**src/rtl/demux_1to2_buffered.sv**
```systemverilog
// demux_1to2_buffered: steers one word stream into two independently
// buffered valid/ready output channels, chosen per word by in_sel.
// Each channel owns a small FIFO so a stalled consumer only back-pressures
// words headed its own way.

// Per-channel FIFO: explicit occupancy counter, wrapping pointers,
// storage cleared on reset so the head reads 0 while empty after reset.
module demux_1to2_fifo #(
  parameter int WIDTH = 32,
  parameter int DEPTH = 2
) (
  input  logic                       clk,
  input  logic                       rst_n,
  input  logic                       push_i,
  input  logic                       pop_i,
  input  logic [WIDTH-1:0]           wdata_i,
  output logic [WIDTH-1:0]           rdata_o,
  output logic                       valid_o,
  output logic                       full_o,
  output logic [$clog2(DEPTH):0]     count_o
);
  localparam int PW = $clog2(DEPTH);
  localparam int CW = PW + 1;
  localparam logic [CW-1:0] FULL_CNT = CW'(DEPTH);

  logic [DEPTH-1:0][WIDTH-1:0] mem_q;
  logic [PW-1:0]               wr_ptr_q, wr_ptr_d;
  logic [PW-1:0]               rd_ptr_q, rd_ptr_d;
  logic [CW-1:0]               cnt_q, cnt_d;

  // Next pointers and occupancy; push+pop together leaves count unchanged.
  always_comb begin
    wr_ptr_d = wr_ptr_q;
    rd_ptr_d = rd_ptr_q;
    cnt_d    = cnt_q;
    if (push_i) wr_ptr_d = wr_ptr_q + PW'(1);
    if (pop_i)  rd_ptr_d = rd_ptr_q + PW'(1);
    case ({push_i, pop_i})
      2'b10:   cnt_d = cnt_q + CW'(1);
      2'b01:   cnt_d = cnt_q - CW'(1);
      default: cnt_d = cnt_q;
    endcase
  end

  // Pointer and count registers.
  always_ff @(posedge clk) begin
    if (!rst_n) begin
      wr_ptr_q <= '0;
      rd_ptr_q <= '0;
      cnt_q    <= '0;
    end else begin
      wr_ptr_q <= wr_ptr_d;
      rd_ptr_q <= rd_ptr_d;
      cnt_q    <= cnt_d;
    end
  end

  // Storage write at the write pointer; wiped on reset.
  always_ff @(posedge clk) begin
    if (!rst_n) begin
      mem_q <= '0;
    end else if (push_i) begin
      mem_q[wr_ptr_q] <= wdata_i;
    end
  end

  assign rdata_o = mem_q[rd_ptr_q];
  assign valid_o = (cnt_q != '0);
  assign full_o  = (cnt_q == FULL_CNT);
  assign count_o = cnt_q;
endmodule

module demux_1to2_buffered #(
  parameter int WIDTH = 32,
  parameter int DEPTH = 2
) (
  input  logic                   clk,
  input  logic                   rst_n,
  input  logic [WIDTH-1:0]       in_data,
  input  logic                   in_sel,
  input  logic                   in_valid,
  output logic                   in_ready,
  output logic [WIDTH-1:0]       out0_data,
  output logic                   out0_valid,
  input  logic                   out0_ready,
  output logic [WIDTH-1:0]       out1_data,
  output logic                   out1_valid,
  input  logic                   out1_ready,
  output logic [$clog2(DEPTH):0] count0,
  output logic [$clog2(DEPTH):0] count1
);
  localparam int NCH = 2;
  localparam int CW  = $clog2(DEPTH) + 1;

  logic [NCH-1:0]            push, pop, full, valid, ready;
  logic [NCH-1:0][WIDTH-1:0] rdata;
  logic [NCH-1:0][CW-1:0]    count;

  // in_ready looks only at the selected FIFO's full flag, never at pops,
  // so there is no path from out*_ready back to the producer.
  assign in_ready = !full[in_sel];
  assign ready    = {out1_ready, out0_ready};

  genvar g;
  generate
    for (g = 0; g < NCH; g++) begin : g_ch
      assign push[g] = in_valid && in_ready && (in_sel == 1'(g));
      assign pop[g]  = valid[g] && ready[g];

      demux_1to2_fifo #(.WIDTH(WIDTH), .DEPTH(DEPTH)) u_fifo (
        .clk     (clk),
        .rst_n   (rst_n),
        .push_i  (push[g]),
        .pop_i   (pop[g]),
        .wdata_i (in_data),
        .rdata_o (rdata[g]),
        .valid_o (valid[g]),
        .full_o  (full[g]),
        .count_o (count[g])
      );
    end
  endgenerate

  assign out0_data  = rdata[0];
  assign out0_valid = valid[0];
  assign count0     = count[0];
  assign out1_data  = rdata[1];
  assign out1_valid = valid[1];
  assign count1     = count[1];
endmodule

```
**config.mk**
```make
export PLATFORM = sky130hd
export DESIGN_NAME = demux_1to2_buffered
export DESIGN_NICKNAME = d
export VERILOG_FILES = /design/src/rtl/demux_1to2_buffered.sv
export SDC_FILE = /design/constraint.sdc
export NUM_CORES = 1
export LEC_CHECK = 0
export ABC_AREA = 1
export BUFFER_PORTS_ARGS = -buffer_cell sky130_fd_sc_hd__buf_2
export CAP_MARGIN = 20
export CORE_ASPECT_RATIO = 2
export CORE_MARGIN = 3
export CORE_UTILIZATION = 25
export CTS_CLUSTER_DIAMETER = 50
export CTS_CLUSTER_SIZE = 10
export DETAILED_ROUTE_END_ITERATION = 8
export GPL_ROUTABILITY_DRIVEN = 1
export PLACE_DENSITY_LB_ADDON = 0.05
export SYNTH_ARGS = -nofsm -noshare
export SYNTH_HDL_FRONTEND = slang
export SYNTH_HIERARCHICAL = 1
export SYNTH_SLANG_ARGS = --single-unit
```
**constraint.sdc**
```tcl
create_clock -name clk -period 1.4 [get_ports clk]
set_input_delay 0.14 -clock clk [delete_from_list [all_inputs] [get_ports clk]]
set_output_delay 0.14 -clock clk [all_outputs]
set_load 0.02 [all_outputs]
```
# Yosys cells after proc, flatten, opt, wreduce, memory -nomap -nowiden
# Index checks and enable logic that the tools add are counted.
dict set report op_classes {
  mux 14
  bitwise 1
  n_reduce_logical 12
  addsub 8
  order_cmp 7
  n_eq_ne 6
}
# op n
set op_table {}
lappend op_table {{32-bit two-way mux} 6}
lappend op_table {{64-bit bitwise mux} 2}
lappend op_table {{32-bit demux with 1-bit select} 2}
lappend op_table {{1-bit by 2-bit less-than comparator with 1-bit output (second input constant)} 5}
lappend op_table {{2-bit == test (second input constant)} 4}
lappend op_table {{2-bit one-hot mux with 2 select lines} 2}
lappend op_table {{2-bit nonzero test} 4}
lappend op_table {{1-bit logical AND} 7}
lappend op_table {{1-bit adder (second input constant)} 4}
lappend op_table {{2-bit by 1-bit adder with 2-bit output (second input constant)} 2}
lappend op_table {{2-bit by 1-bit == test with 1-bit output (second input constant)} 2}
lappend op_table {{2-bit by 1-bit subtractor with 2-bit output (second input constant)} 2}
lappend op_table {{1-bit greater-or-equal comparator (second input constant)} 2}
lappend op_table {{1-bit two-way mux} 2}
lappend op_table {{1-bit logical NOT} 1}
lappend op_table {{1-bit NOT} 1}
dict set report word_totals {
  inputBits 38
  register_bits 136
}

# Longest topological paths before layout
# Gate-level depths: netlist (run 1).
dict set report depth {
  ltp_word 8
  ltp_mapped 12
}

# Cells and area by module
# Netlist (run 1), hierarchy kept.
# mod cells_each area_each_um2 instances seq_area_each_um2
set by_module_without_submodules {}
lappend by_module_without_submodules {demux_1to2_fifo 379 2760.1 2 1361.3}
lappend by_module_without_submodules {demux_1to2_buffered 13 53.8 1 0.0}

# Worst setup path before layout (run 1)
# OpenSTA, ideal clock, no wires.
dict set report synth_path {
  path_kind {register to register}
  startpoint {register g_ch[1].u_fifo.cnt_q[0]}
  endpoint {register g_ch[1].u_fifo.cnt_q[1]}
  arrival_ns 1.619
  setup_ns 0.064
  required_time_ns 1.336
  synth_period_minus_slack_ns 1.682
  path_buffers 0
  path_stages_with_launch 12
  slack_ns -0.282
  path_cell_list {dfxtp_1 nor2_1 inv_1 nand2_1 nor2_1 inv_1 ha_1 inv_1 nand2_1 nor2_1 nor2_1 nor2_1}
}
dict set report synth_between {
  elab_chain_cells 8
}
# item line
set synth_rtl {}
lappend synth_rtl {{start: declaration} 29} ;# logic [CW-1:0] cnt_q, cnt_d;
lappend synth_rtl {{start signal: assignment} 54} ;# cnt_q <= cnt_d;
lappend synth_rtl {{2-bit == test (*)} 69} ;# assign full_o = (cnt_q == FULL_CNT);
lappend synth_rtl {{net full[1]} 95} ;# logic [NCH-1:0] push, pop, full, valid, ready;
lappend synth_rtl {{1-bit two-way mux (not written as such) (*) (2 in a row)} 101} ;# assign in_ready = !full[in_sel];
lappend synth_rtl {{1-bit logical NOT (*)} 101}
lappend synth_rtl {{1-bit logical AND (*) (2 in a row)} 107} ;# assign push[g] = in_valid && in_ready && (in_sel == 1'(g));
lappend synth_rtl {{net push[1]} 95}
lappend synth_rtl {{2-bit by 1-bit == test with 1-bit output or 2-bit == test (tied branches)} 38} ;# case ({push_i, pop_i})
lappend synth_rtl {{2-bit one-hot mux with 2 select lines or 2-bit nonzero test (tied branches)} n/a}
# Mark *: on every way through the listed nets, which the timed path passes. The rest lies on a longest branch. The select of a mux whose other input is x is not followed.
# A chain may end at the register's enable or synchronous reset.

# Worst setup path in the final report (run 1)
dict set report layout_path {
  startpoint {register g_ch[1].u_fifo.rd_ptr_q}
  endpoint {output out1_data[24]}
}
dict set report layout_between {
  elab_chain_cells 2
}
# item line
set layout_rtl {}
lappend layout_rtl {{start: declaration} 28} ;# logic [PW-1:0] rd_ptr_q, rd_ptr_d;
lappend layout_rtl {{start signal: assignment} 53} ;# rd_ptr_q <= rd_ptr_d;
lappend layout_rtl {{32-bit two-way mux (not written as such) (2 in a row)} 67} ;# assign rdata_o = mem_q[rd_ptr_q];
lappend layout_rtl {{end: declaration} 86} ;# output logic [WIDTH-1:0] out1_data,
# No other way between the ends. The select of a mux whose other input is x is not followed.

==> flow_summary.ini, run 1 <==
[clock_tree]
number_of_h_tree_levels = 4
cts.sinks = 136
cts_tree = done
cts.clk_slew.worst_paths_ns = 0.05
max-clock-path-buffers = 2
insertion_delay_ns = 0.44
root_buffer = clkbuf_16
cts-buffers-inserted = 17

[sta]
timing_hold_violations_final = 0
maxSlewHeadroom_pct = 73.04
setup_violations = 166
number_of_pins_exceeding_their_max_slew_limit_in_the_final_report = 0
max_slew.worst_pin.slew_ns = 0.4044
hold-worst-slack_ns = 0.03990
timing.final.crit_period_ns = 1.576
grt_setup_unrepaired = true
fin_crit_sh_pct = 112.6
max_freq_mhz = 634.5
post-route-worst-setup-slack_ns = -0.1760
finClkSkew_ns = 0.009691

[synthesis]
ys_seq_elements = 136
yosysWarningCount = 6
synth_cells = 771
share_of_synthesized_area_occupied_by_flip_flops_and_latches_pct = 48.84
total_standard_cell_area_after_synthesis_mm2 = 0.005574
synth.lib_cells_used.distinct = 20
avgSynthCellArea_um2 = 7.230
mappedNetlistNets = 811

[grt]
grt_pass1_vias = 5355
grt_max_degree = 48
grt_first_pass_wirelength_um = 29750
overflow = 0
grt_usage_pct = 15.97
number_of_antenna_violations_at_the_first_check_in_global_routing = 0

[worst_setup_path]
worstReg2RegStart = g_ch[0].u_fifo/count_o[1]$_SDFFE_PN0P_
r2r.worst_path.cells = 10
timing.critical_path.from = g_ch[1].u_fifo/rd_ptr_q$_SDFFE_PN0P_
worst-r2r-setup-slack_ns = -0.07
setup.worst_path.end_class = output pin
critPathKind = register to output pin
cp_max_fo = 10
critical_path_arrival_ns = 1.44
timing.critical_path.required_ns = 1.26
timing.critical_path.cells = buf_12 > buf_16 > o21ai_4 > buf_6
max_stage_delay_ns = 0.37
critical_path.reg2reg.endpoint = g_ch[0].u_fifo/mem_q[49]$_SDFFE_PN0P_
timing.critical_path.to = out1_data[24]
timing.critical_path.from_type = register
slowest_stage = dfxtp_4

[power]
design_power_total_uw = 12330
cellLeakagePower_uw = 0.003928
peakVddDrop_mv = 0.6993
power_per_cell_area_mw_per_mm2 = 1265

[placement]
detailed_place_hpwl_um = 11630
post-place-cells = 1130
dp_worst_setup_slack_ns = -0.03646
io_buffer_count = 108
routabilityCongestion = 0.6922

[die]
design.core.area_mm2 = 0.02178
floorplan.die.width_um = 111.6
die-height_um = 217.2
count_of_boundary_i_o_pins = 109
initial_utilization_pct = 25.60
fp-row-count = 76
die-area_mm2 = 0.02423

[worst_hold_path]
min-delay-path-class = primary input to register

[cells_and_area]
areaGrowthSynthToFinish_pct = 74.93
postLayoutCoreUtil_pct = 44.78
final_cells = 1228
n_antenna_cell = 0
drive_gt1_share_pct = 47.43
finalNetCount = 983
most_used_cells_in_the_layout_excluding_fill_and_tap_cells = dfxtp_1 (130), nor2_1 (112), o21ai_2 (108), inv_1 (72), buf_6 (60)
layout.cells.most_common = dfxtp_1

[detailed_routing]
number_of_vias_in_the_routed_layout = 5885
postRouteWirelength_um = 24140
post-route-drc-count = 0
drt_first_pass_iters = 4
antenna_left = 0
drt-wirelength-per-cell_um = 19.66
drt_iter0_drc = 213
via_per_inst = 4.792

[run]
timing.max_cap.violations = 0

[outcome]
failing_checks = negative setup slack
status = finished with violations
==> per-stage QoR <==
| step | instance area [µm²] | setup TNS [ns] |
|---|---|---|
| 2_1_floorplan | 5634 | 0 |
| 3_3_place_gp | 6624 | -0.01053 |
| 3_5_place_dp | 6624 | -0.09623 |
| 4_1_cts | 8224 | -7.600 |
| 5_1_grt | 9751 | -21.46 |
| 6_report | 9751 | -8.923 |
==> worst min-delay path by stage <==
| stage | startpoint | endpoint | slack, ns | cells past startpoint |
|---|---|---|---|---|
| final | in_data[22] | g_ch[0].u_fifo/mem_q[54]$_SDFFE_PN0P_ | 0.04 | 3 |
| after global routing | in_data[20] | g_ch[1].u_fifo/mem_q[52]$_SDFFE_PN0P_ | 0.03 | 3 |
| after CTS | in_data[0] | g_ch[1].u_fifo/mem_q[32]$_SDFFE_PN0P_ | 0.0002 | 3 |
| after detailed placement | in_data[5] | g_ch[0].u_fifo/mem_q[37]$_SDFFE_PN0P_ | 0.44 | 3 |
| after global placement | in_data[5] | g_ch[1].u_fifo/mem_q[37]$_SDFFE_PN0P_ | 0.42 | 3 |
| after floorplan | in_data[6] | g_ch[0].u_fifo/mem_q[38]$_SDFFE_PN0P_ | 0.29 | 2 |
==> worst max-delay path: cells and delay by family (launching register included) <==
| kind | cells | cell delay (ns) |
|---|---|---|
| buffers and inverters | 3 | 0.45 |
| flip-flops | 1 | 0.37 |
| AO/OA/AOI/OAI | 1 | 0.17 |
==> routing by layer <==
| layer | routed length (µm) | global-route usage, % | vias to the layer above |
|---|---|---|---|
| li1 | - | - | 2845 |
| met1 | 9006 | 16.89 | 2873 |
| met2 | 13620 | 30.31 | 126 |
| met3 | 833 | 3.923 | 41 |
| met4 | 684 | 5.603 | 0 |
| met5 | 0 | 0 | - |
==> cell families after synthesis <==
group                      synth area share, %
adders and majority gates               0.4489
AOI/OAI and AO/OA                        23.52
and+or+nand+nor                          16.36
DFF                                      48.84
buffers and inverters                    10.82
==> power by group <==
part           total [µW]  internal (µW)  switching [µW]
logic                3540           1590            1950
clock network        4470           2740            1730
registers            4310           4160             154
total               12300           8490            3840
==> layout make-up <==
class / count / area (µm²)
tap: 273 / 341.6
clock inverter: 9 / 97.59
inverter: 84 / 337.8
clock buffer: 22 / 475.5
timing repair buffer: 204 / 2422
sequential: 136 / 2745
multi-input combinational: 500 / 3331
fill: 2173 / 12030
==> flip-flops by register name, summed over array words and instances, names as in the netlist <==
signal	count
g_ch.u_fifo/count_o	4
g_ch.u_fifo/wr_ptr_q	2
g_ch.u_fifo/mem_q	128
g_ch.u_fifo/rd_ptr_q	2
==> synthesized netlist by cell type <==
library cell / n / area, µm²
o21ai_0: 176 / 880.8
nor2_1: 143 / 536.8
dfxtp_1: 136 / 2723
nand2_1: 84 / 315.3
inv_1: 80 / 300.3
a21oi_1: 68 / 340.3
buf_2: 24 / 120.1
o21ai_1: 18 / 90.09
clkbuf_1: 12 / 45.04
buf_6: 6 / 67.56
clkbuf_2: 6 / 30.03
nand2_2: 3 / 18.77
buf_1: 2 / 7.510
buf_4: 2 / 15.01
clkinv_2: 2 / 10.01
ha_1: 2 / 25.02
inv_2: 2 / 7.510
nand2_4: 2 / 22.52
nand4_1: 2 / 12.51
nor2_2: 1 / 6.260
==> timing repair <==
item / 4_1_cts / 5_1_grt
hold buffers: 18 / 0
pin swaps: 31 / 42
gates resized for setup: 233 / 349
buffers inserted: 10 / 9
setup endpoints to repair: 84 / 175
cloned: 5 / 27
hold endpoints to repair: 29 / 0
(Power assumes the default switching activity.)
==> inputs of run 2 (changes only) <==
==> constraint.sdc (replaced) <==
create_clock -name clk -period 1.49 [get_ports clk]
set_input_delay 0.149 -clock clk [delete_from_list [all_inputs] [get_ports clk]]
set_output_delay 0.149 -clock clk [all_outputs]
set_load 0.02 [all_outputs]
==> run 2 against run 1 <==
Compared with the run above:
- the flow still finishes with violations (negative setup slack)
- count of clock-buffer cells in the layout rose by 3
- cell count down 3.5%
- utilization shrank 6.4 points
- via count decreased by 8.4%
- non-clock buffer count fell by 43
- first-iteration DRC count rose by 3.3%
- worst setup slack better by 0.094 ns
- critical endpoint is now out1_data[29]
==> flow_summary.ini, run 2 (synthesis results as in run 1) <==
[cells_and_area]
num-fill-cells = 2267
areaGrowthSynthToFinish_pct = 49.92
most_used_cells_in_the_layout_excluding_fill_and_tap_cells = nor2_1 (141), dfxtp_1 (130), o21ai_0 (103), inv_1 (74), a21oi_1 (68)
registers.top_by_ff_count = g_ch.u_fifo/mem_q
final_cells = 1185
largest_register_ff_count = 128
postLayoutCoreUtil_pct = 38.38
drive_gt1_share_pct = 32.13
final-seq-area_mm2 = 0.002738
finalNetCount = 939
stdcell_area_mm2 = 0.008357
n_antenna_cell = 0
multi_input_area_mm2 = 0.002713
layout.cells.most_common = nor2_1

[power]
power_per_cell_area_mw_per_mm2 = 1302
cellInternalPower_uw = 7706
cellLeakagePower_uw = 0.003416
pwr-share-comb_pct = 24.3
clkPwrFrac_pct = 38.7
p_switching_uw = 3177
seqPwrFrac_pct = 37.0
peakVddDrop_mv = 0.7196
power.share.switching_pct = 29.19

[detailed_routing]
drt_iter0_drc = 220
postRouteWirelength_um = 18510
number_of_vias_in_the_routed_layout = 5392
antenna_left = 0
drt-wirelength-per-cell_um = 15.62
via_per_inst = 4.550
post-route-drc-count = 0
drt_first_pass_iters = 4

[placement]
placement.cell_area_mm2 = 0.006554
dp_worst_setup_slack_ns = -0.02640
post-place-cells = 1128
detailed_place_hpwl_um = 11750
io_buffer_count = 108
routabilityCongestion = 0.7214

[sta]
fin_crit_sh_pct = 105.5
timing_hold_violations_final = 0
max_freq_mhz = 636.3
grt_setup_unrepaired = true
number_of_pins_exceeding_their_max_slew_limit_in_the_final_report = 0
max_slew.worst_pin.slew_ns = 0.3916
finClkSkew_ns = 0.005963
setup_violations = 52
timing.final.crit_period_ns = 1.572
post-route-worst-setup-slack_ns = -0.08151
setup-tns-final_ns = -2.596
maxSlewHeadroom_pct = 73.62

[worst_setup_path]
max_stage_delay_ns = 0.38
path_buf_inv = 3
timing.critical_path.max_delay_family = buffers and inverters
timing.critical_path.from = g_ch[1].u_fifo/rd_ptr_q$_SDFFE_PN0P_
critical_path_arrival_ns = 1.42
setup.worst_path.end_class = output pin
cp_max_fo = 9
timing.critical_path.required_ns = 1.34
timing.critical_path.cells = buf_12 > clkbuf_16 > o21ai_1 > buf_4
timing.critical_path.from_type = register
slowest_stage = dfxtp_4
worstReg2RegStart = g_ch[0].u_fifo/count_o[1]$_SDFFE_PN0P_
critPathKind = register to output pin

[grt]
number_of_antenna_violations_at_the_first_check_in_global_routing = 0
grt_usage_pct = 14.89
grt_first_pass_wirelength_um = 27890
grt_max_degree = 42
overflow = 0
grt_pass1_vias = 5196

[die]
design.core.area_mm2 = 0.02178
die-height_um = 217.2
die-area_mm2 = 0.02423
count_of_boundary_i_o_pins = 109
floorplan.die.width_um = 111.6
initial_utilization_pct = 25.60
fp-row-count = 76

[clock_tree]
max-clock-path-buffers = 2
number_of_h_tree_levels = 4
insertion_delay_ns = 0.42
cts-buffers-inserted = 17
cts.clk_slew.worst_paths_ns = 0.06
root_buffer = clkbuf_16
cts_tree = done
cts.sinks = 136

[worst_hold_path]
holdCritStartpoint = in_data[22]
min-delay-path-class = primary input to register

[run]
timing.max_cap.violations = 0

[outcome]
status = finished with violations
failing_checks = negative setup slack
==> run 2: cell count changes in the layout (fill, tap and decap cells not counted), moves of 5 or more <==
cell,before,now
dlygate4sd3_1,18,5
a21oi_2,14,0
a21oi_1,54,68
o21ai_4,25,19
nor2_2,20,1
buf_6,60,44
o21ai_0,12,103
clkbuf_8,1,8
nor2_4,12,2
o21ai_2,108,28
nor2_1,112,141
clkbuf_16,36,23
nand2_8,5,0
o21ai_1,49,44
==> run 2: worst paths after layout <==
path	slack (ns)	cells after the start	endpoint
max	-0.08	4	out1_data[29]
min	0.02	3	g_ch[1].u_fifo/mem_q[54]$_SDFFE_PN0P_
max reg2reg	0.09	10	g_ch[0].u_fifo/mem_q[10]$_SDFFE_PN0P_
min reg2reg	0.45	2	g_ch[1].u_fifo/mem_q[31]$_SDFFE_PN0P_
==> run 2: power by group through the flow <==
stage               registers, µW  logic [µW]  clock network, µW
floorplan                    4080        1090                  0
CTS                          4030        2210               4350
global route                 4050        2880               4520
detailed placement           4100        1800                  0
finish                       4020        2640               4210
global placement             4090        1780                  0
==> run 2: area by class of cell <==
cell class | instances | share of cell area [%]
flip-flops and latches | 136 | 32.76
multi-input cells | 499 | 32.46
repair buffers | 161 | 19.73
clock buffers | 25 | 6.408
well taps | 273 | 4.087
inverters | 84 | 3.803
clock inverters | 7 | 0.7486
==> run 2: what timing repair did <==
action                     CTS  global route
resized for setup          171           137
hold endpoints to repair     8             0
hold buffers                 5             0
setup endpoints to repair   66           113
cloned                       2             7
pin swaps                    7            18
buffers inserted             5             8
==> run 2: layer usage <==
| layer | global-route usage, % | share of wire [%] | vias to the layer above |
|---|---|---|---|
| met2 | 27.53 | 56 | 94 |
| met1 | 16.30 | 39 | 2545 |
| li1 | - | - | 2736 |
| met4 | 5.238 | 1.7 | 0 |
| met3 | 3.756 | 3.4 | 17 |
| met5 | 0 | 0 | - |
==> run 2: stage by stage <==
| step | hold slack, ns | total power (µW) |
|---|---|---|
| finish | 0.02293 | 10880 |
| global route | 0.01917 | 11450 |
| CTS | 0.0007594 | 10590 |
| detailed placement | 0.4360 | 5900 |
| global placement | 0.4318 | 5863 |
| floorplan | 0.2968 | 5172 |
==> run 2: worst min-delay path: stages <==
cell,delay [ns]
buf_2,0.10
o21ai_0,0.08
nor2_1,0.07
==> inputs of run 3 (changes only) <==
--- a/config.mk
+++ b/config.mk
@@ -5,12 +5,12 @@
 export SDC_FILE = /design/constraint.sdc
 export NUM_CORES = 1
 export LEC_CHECK = 0
-export ABC_AREA = 1
 export BUFFER_PORTS_ARGS = -buffer_cell sky130_fd_sc_hd__buf_2
 export CAP_MARGIN = 20
 export CORE_ASPECT_RATIO = 2
 export CORE_MARGIN = 3
 export CORE_UTILIZATION = 25
+export CTS_BUF_LIST = sky130_fd_sc_hd__clkbuf_4 sky130_fd_sc_hd__clkbuf_8 sky130_fd_sc_hd__clkbuf_16
 export CTS_CLUSTER_DIAMETER = 50
 export CTS_CLUSTER_SIZE = 10
 export DETAILED_ROUTE_END_ITERATION = 8
==> run 3 against run 2 <==
Compared with the run above:
- the run still ends with negative setup slack left
- worst setup slack worse by 0.19 ns
- critical path depth up 4
- count of clock-buffer cells in the layout is 1 lower
- synthesized cell count is 12% lower
- final area grew 26%
- maximum frequency down 11%
- sequential cell count did not move
- combinational power up 80%
- largest cell class is now multi-input combinational cells
- largest power group is now combinational cells
==> flow_summary.ini, run 3 <==
[power]
power_per_cell_area_mw_per_mm2 = 1273
design_power_total_uw = 13400
cellLeakagePower_uw = 0.004373
peakVddDrop_mv = 1.019

[die]
design.core.area_mm2 = 0.02343
initial_utilization_pct = 25.49
count_of_boundary_i_o_pins = 109
die-area_mm2 = 0.02589
die-height_um = 224.6
fp-row-count = 79
floorplan.die.width_um = 115.3

[worst_setup_path]
worst-r2r-setup-slack_ns = -0.27
critical_path_arrival_ns = 2.12
critical_path.reg2reg.endpoint = g_ch[1].u_fifo/mem_q[23]$_SDFFE_PN0P_
cp_max_fo = 6
critPathKind = register to register
r2r.worst_path.cells = 8
timing.critical_path.required_ns = 1.86
setup.worst_path.end_class = register
worstReg2RegStart = g_ch[1].u_fifo/count_o[0]$_SDFFE_PN0P_
timing.critical_path.from_type = register

[detailed_routing]
post-route-drc-count = 0
antenna_left = 0
drt-wirelength-per-cell_um = 20.26
via_per_inst = 4.655
number_of_vias_in_the_routed_layout = 5451
postRouteWirelength_um = 23730
drt_iter0_drc = 186
drt_first_pass_iters = 4

[cells_and_area]
finalNetCount = 915
postLayoutCoreUtil_pct = 44.96
drive_gt1_share_pct = 53.15
n_antenna_cell = 0
areaGrowthSynthToFinish_pct = 76.35
registers.top_by_ff_count = g_ch.u_fifo/mem_q
layout.cells.most_common = nand2_1
most_used_cells_in_the_layout_excluding_fill_and_tap_cells = nand2_1 (149), dfxtp_1 (131), a21boi_1 (91), buf_6 (81), mux2_4 (64)
num-fill-cells = 2223
largest_register_ff_count = 128

[grt]
grt_first_pass_wirelength_um = 33190
grt_pass1_vias = 5484
grt_usage_pct = 17.64
overflow = 0
number_of_antenna_violations_at_the_first_check_in_global_routing = 0
grt_max_degree = 44

[outcome]
failing_checks = negative setup slack
status = finished with violations

[sta]
max_slew.worst_pin.slew_ns = 0.4235
post-route-worst-setup-slack_ns = -0.2676
grt_setup_unrepaired = true
number_of_pins_exceeding_their_max_slew_limit_in_the_final_report = 0
timing_hold_violations_final = 0
setup-tns-final_ns = -37.18
fin_crit_sh_pct = 118.0
hold-worst-slack_ns = 0.02884
finClkSkew_ns = 0.005632
setup_violations = 199
maxSlewHeadroom_pct = 71.73
max_freq_mhz = 568.9
timing.final.crit_period_ns = 1.758

[run]
timing.max_cap.violations = 0

[placement]
detailed_place_hpwl_um = 12470
routabilityCongestion = 0.6779
io_buffer_count = 108

[synthesis]
synth_cells = 677
avgSynthCellArea_um2 = 8.821
yosysWarningCount = 6
post-synth-top-area-cell = dfxtp_1
share_of_synthesized_area_occupied_by_flip_flops_and_latches_pct = 45.59
dominantRegCellSynth = dfxtp_1
synth.lib_cells_used.distinct = 23
async_reset_ff_share_pct = 0
post_synth_main_area_contributors = dfxtp_1 (46%), nand2_1 (16%), mux2_2 (12%)
ys_seq_elements = 136
share_of_yosys_cell_area_claimed_by_the_top_area_cell_type_pct = 45.59
synth_common_cells = nand2_1 (260), dfxtp_1 (136), a21boi_1 (92), mux2_2 (64), a21boi_0 (40)
mappedNetlistNets = 717
total_standard_cell_area_after_synthesis_mm2 = 0.005972
synthMostInstantiatedCell = nand2_1
post_synth_edffs = 0

[clock_tree]
max-clock-path-buffers = 2
root_buffer = clkbuf_16
cts.clk_slew.worst_paths_ns = 0.06
number_of_h_tree_levels = 4
cts_tree = done
cts-buffers-inserted = 17
cts.sinks = 136
insertion_delay_ns = 0.43

[worst_hold_path]
holdCritStartpoint = in_data[8]
min_delay_path_depth = 3
min_delay_worst_endpoint = g_ch[1].u_fifo/mem_q[8]$_SDFFE_PN0P_
min-delay-path-class = primary input to register
-- run 3: per-stage QoR --
step	worst slack (ns)	cells	cell area (µm²)
2_1_floorplan	-0.1899	677	6033
3_3_place_gp	-0.1393	1051	7141
3_5_place_dp	-0.1752	1051	7141
4_1_cts	-0.2546	1162	9345
5_1_grt	-0.3497	1171	10530
6_report	-0.2676	1171	10530
-- run 3: report_power, final --
group          leakage, µW  switching (µW)  internal (µW)  total (µW)
clock             0.000310            1630           2850        4480
sequential         0.00111             260           3910        4170
combinational      0.00295            2170           2590        4760
-- run 3: how the worst max path moves through the flow --
stage / from / endpoint
after floorplan: g_ch[0].u_fifo/count_o[0]$_SDFFE_PN0P_ / g_ch[0].u_fifo/count_o[1]$_SDFFE_PN0P_
after global placement: g_ch[0].u_fifo/count_o[0]$_SDFFE_PN0P_ / g_ch[0].u_fifo/mem_q[31]$_SDFFE_PN0P_
after detailed placement: g_ch[0].u_fifo/count_o[0]$_SDFFE_PN0P_ / g_ch[0].u_fifo/count_o[1]$_SDFFE_PN0P_
after CTS: g_ch[1].u_fifo/count_o[0]$_SDFFE_PN0P_ / g_ch[1].u_fifo/mem_q[8]$_SDFFE_PN0P_
after global routing: g_ch[1].u_fifo/count_o[0]$_SDFFE_PN0P_ / g_ch[1].u_fifo/mem_q[13]$_SDFFE_PN0P_
final: g_ch[1].u_fifo/count_o[0]$_SDFFE_PN0P_ / g_ch[1].u_fifo/mem_q[23]$_SDFFE_PN0P_
-- run 3: routing by layer --
metal  routed length, µm  GRT usage (%)  vias up
met1                8986          19.04     2696
met3                 596          3.554       32
li1                    -              -     2621
met2               13530          32.97      102
met5                   0              0        -
met4                 617          6.672        0
-- run 3: cell type report --
cell class / count / area [µm²] / area share [%]
clock buffer: 24 / 503.0 / 4.776
clock inverter: 8 / 117.6 / 1.117
multi-input combinational: 487 / 3964 / 37.64
inverter: 2 / 12.51 / 0.1188
sequential: 136 / 2739 / 26.01
timing repair buffer: 231 / 2841 / 26.98
tap: 283 / 354.1 / 3.362
-- run 3: cells by family after synthesis --
| logic type | Yosys count | share of synthesized area, % |
|---|---|---|
| and+or+nand+nor | 280 | 18.67 |
| adders and majority gates | 2 | 0.4190 |
| muxes | 65 | 12.24 |
| buffers and inverters | 54 | 5.447 |
| AOI/OAI and AO/OA | 134 | 16.76 |
| DFF | 136 | 45.59 |
| xor gates and xnor gates | 6 | 0.8799 |
-- run 3: worst max-delay path, stage by stage, from the launching register on --
cell	delay [ns]
dfxtp_4	0.34
and2b_2	0.21
and3b_2	0.25
buf_6	0.11
nor2b_4	0.27
buf_6	0.17
buf_16	0.15
nand2_1	0.06
a21boi_1	0.11
-- run 3: repair_timing --
| item | 4_1_cts | 5_1_grt |
|---|---|---|
| setup buffers | 26 | 9 |
| gates cloned | 22 | 10 |
| endpoints found under the hold margin | 127 | 0 |
| resized for setup | 164 | 329 |
| hold buffers | 31 | 0 |
| pin swaps | 46 | 120 |
| endpoints found under the setup margin | 199 | 201 |
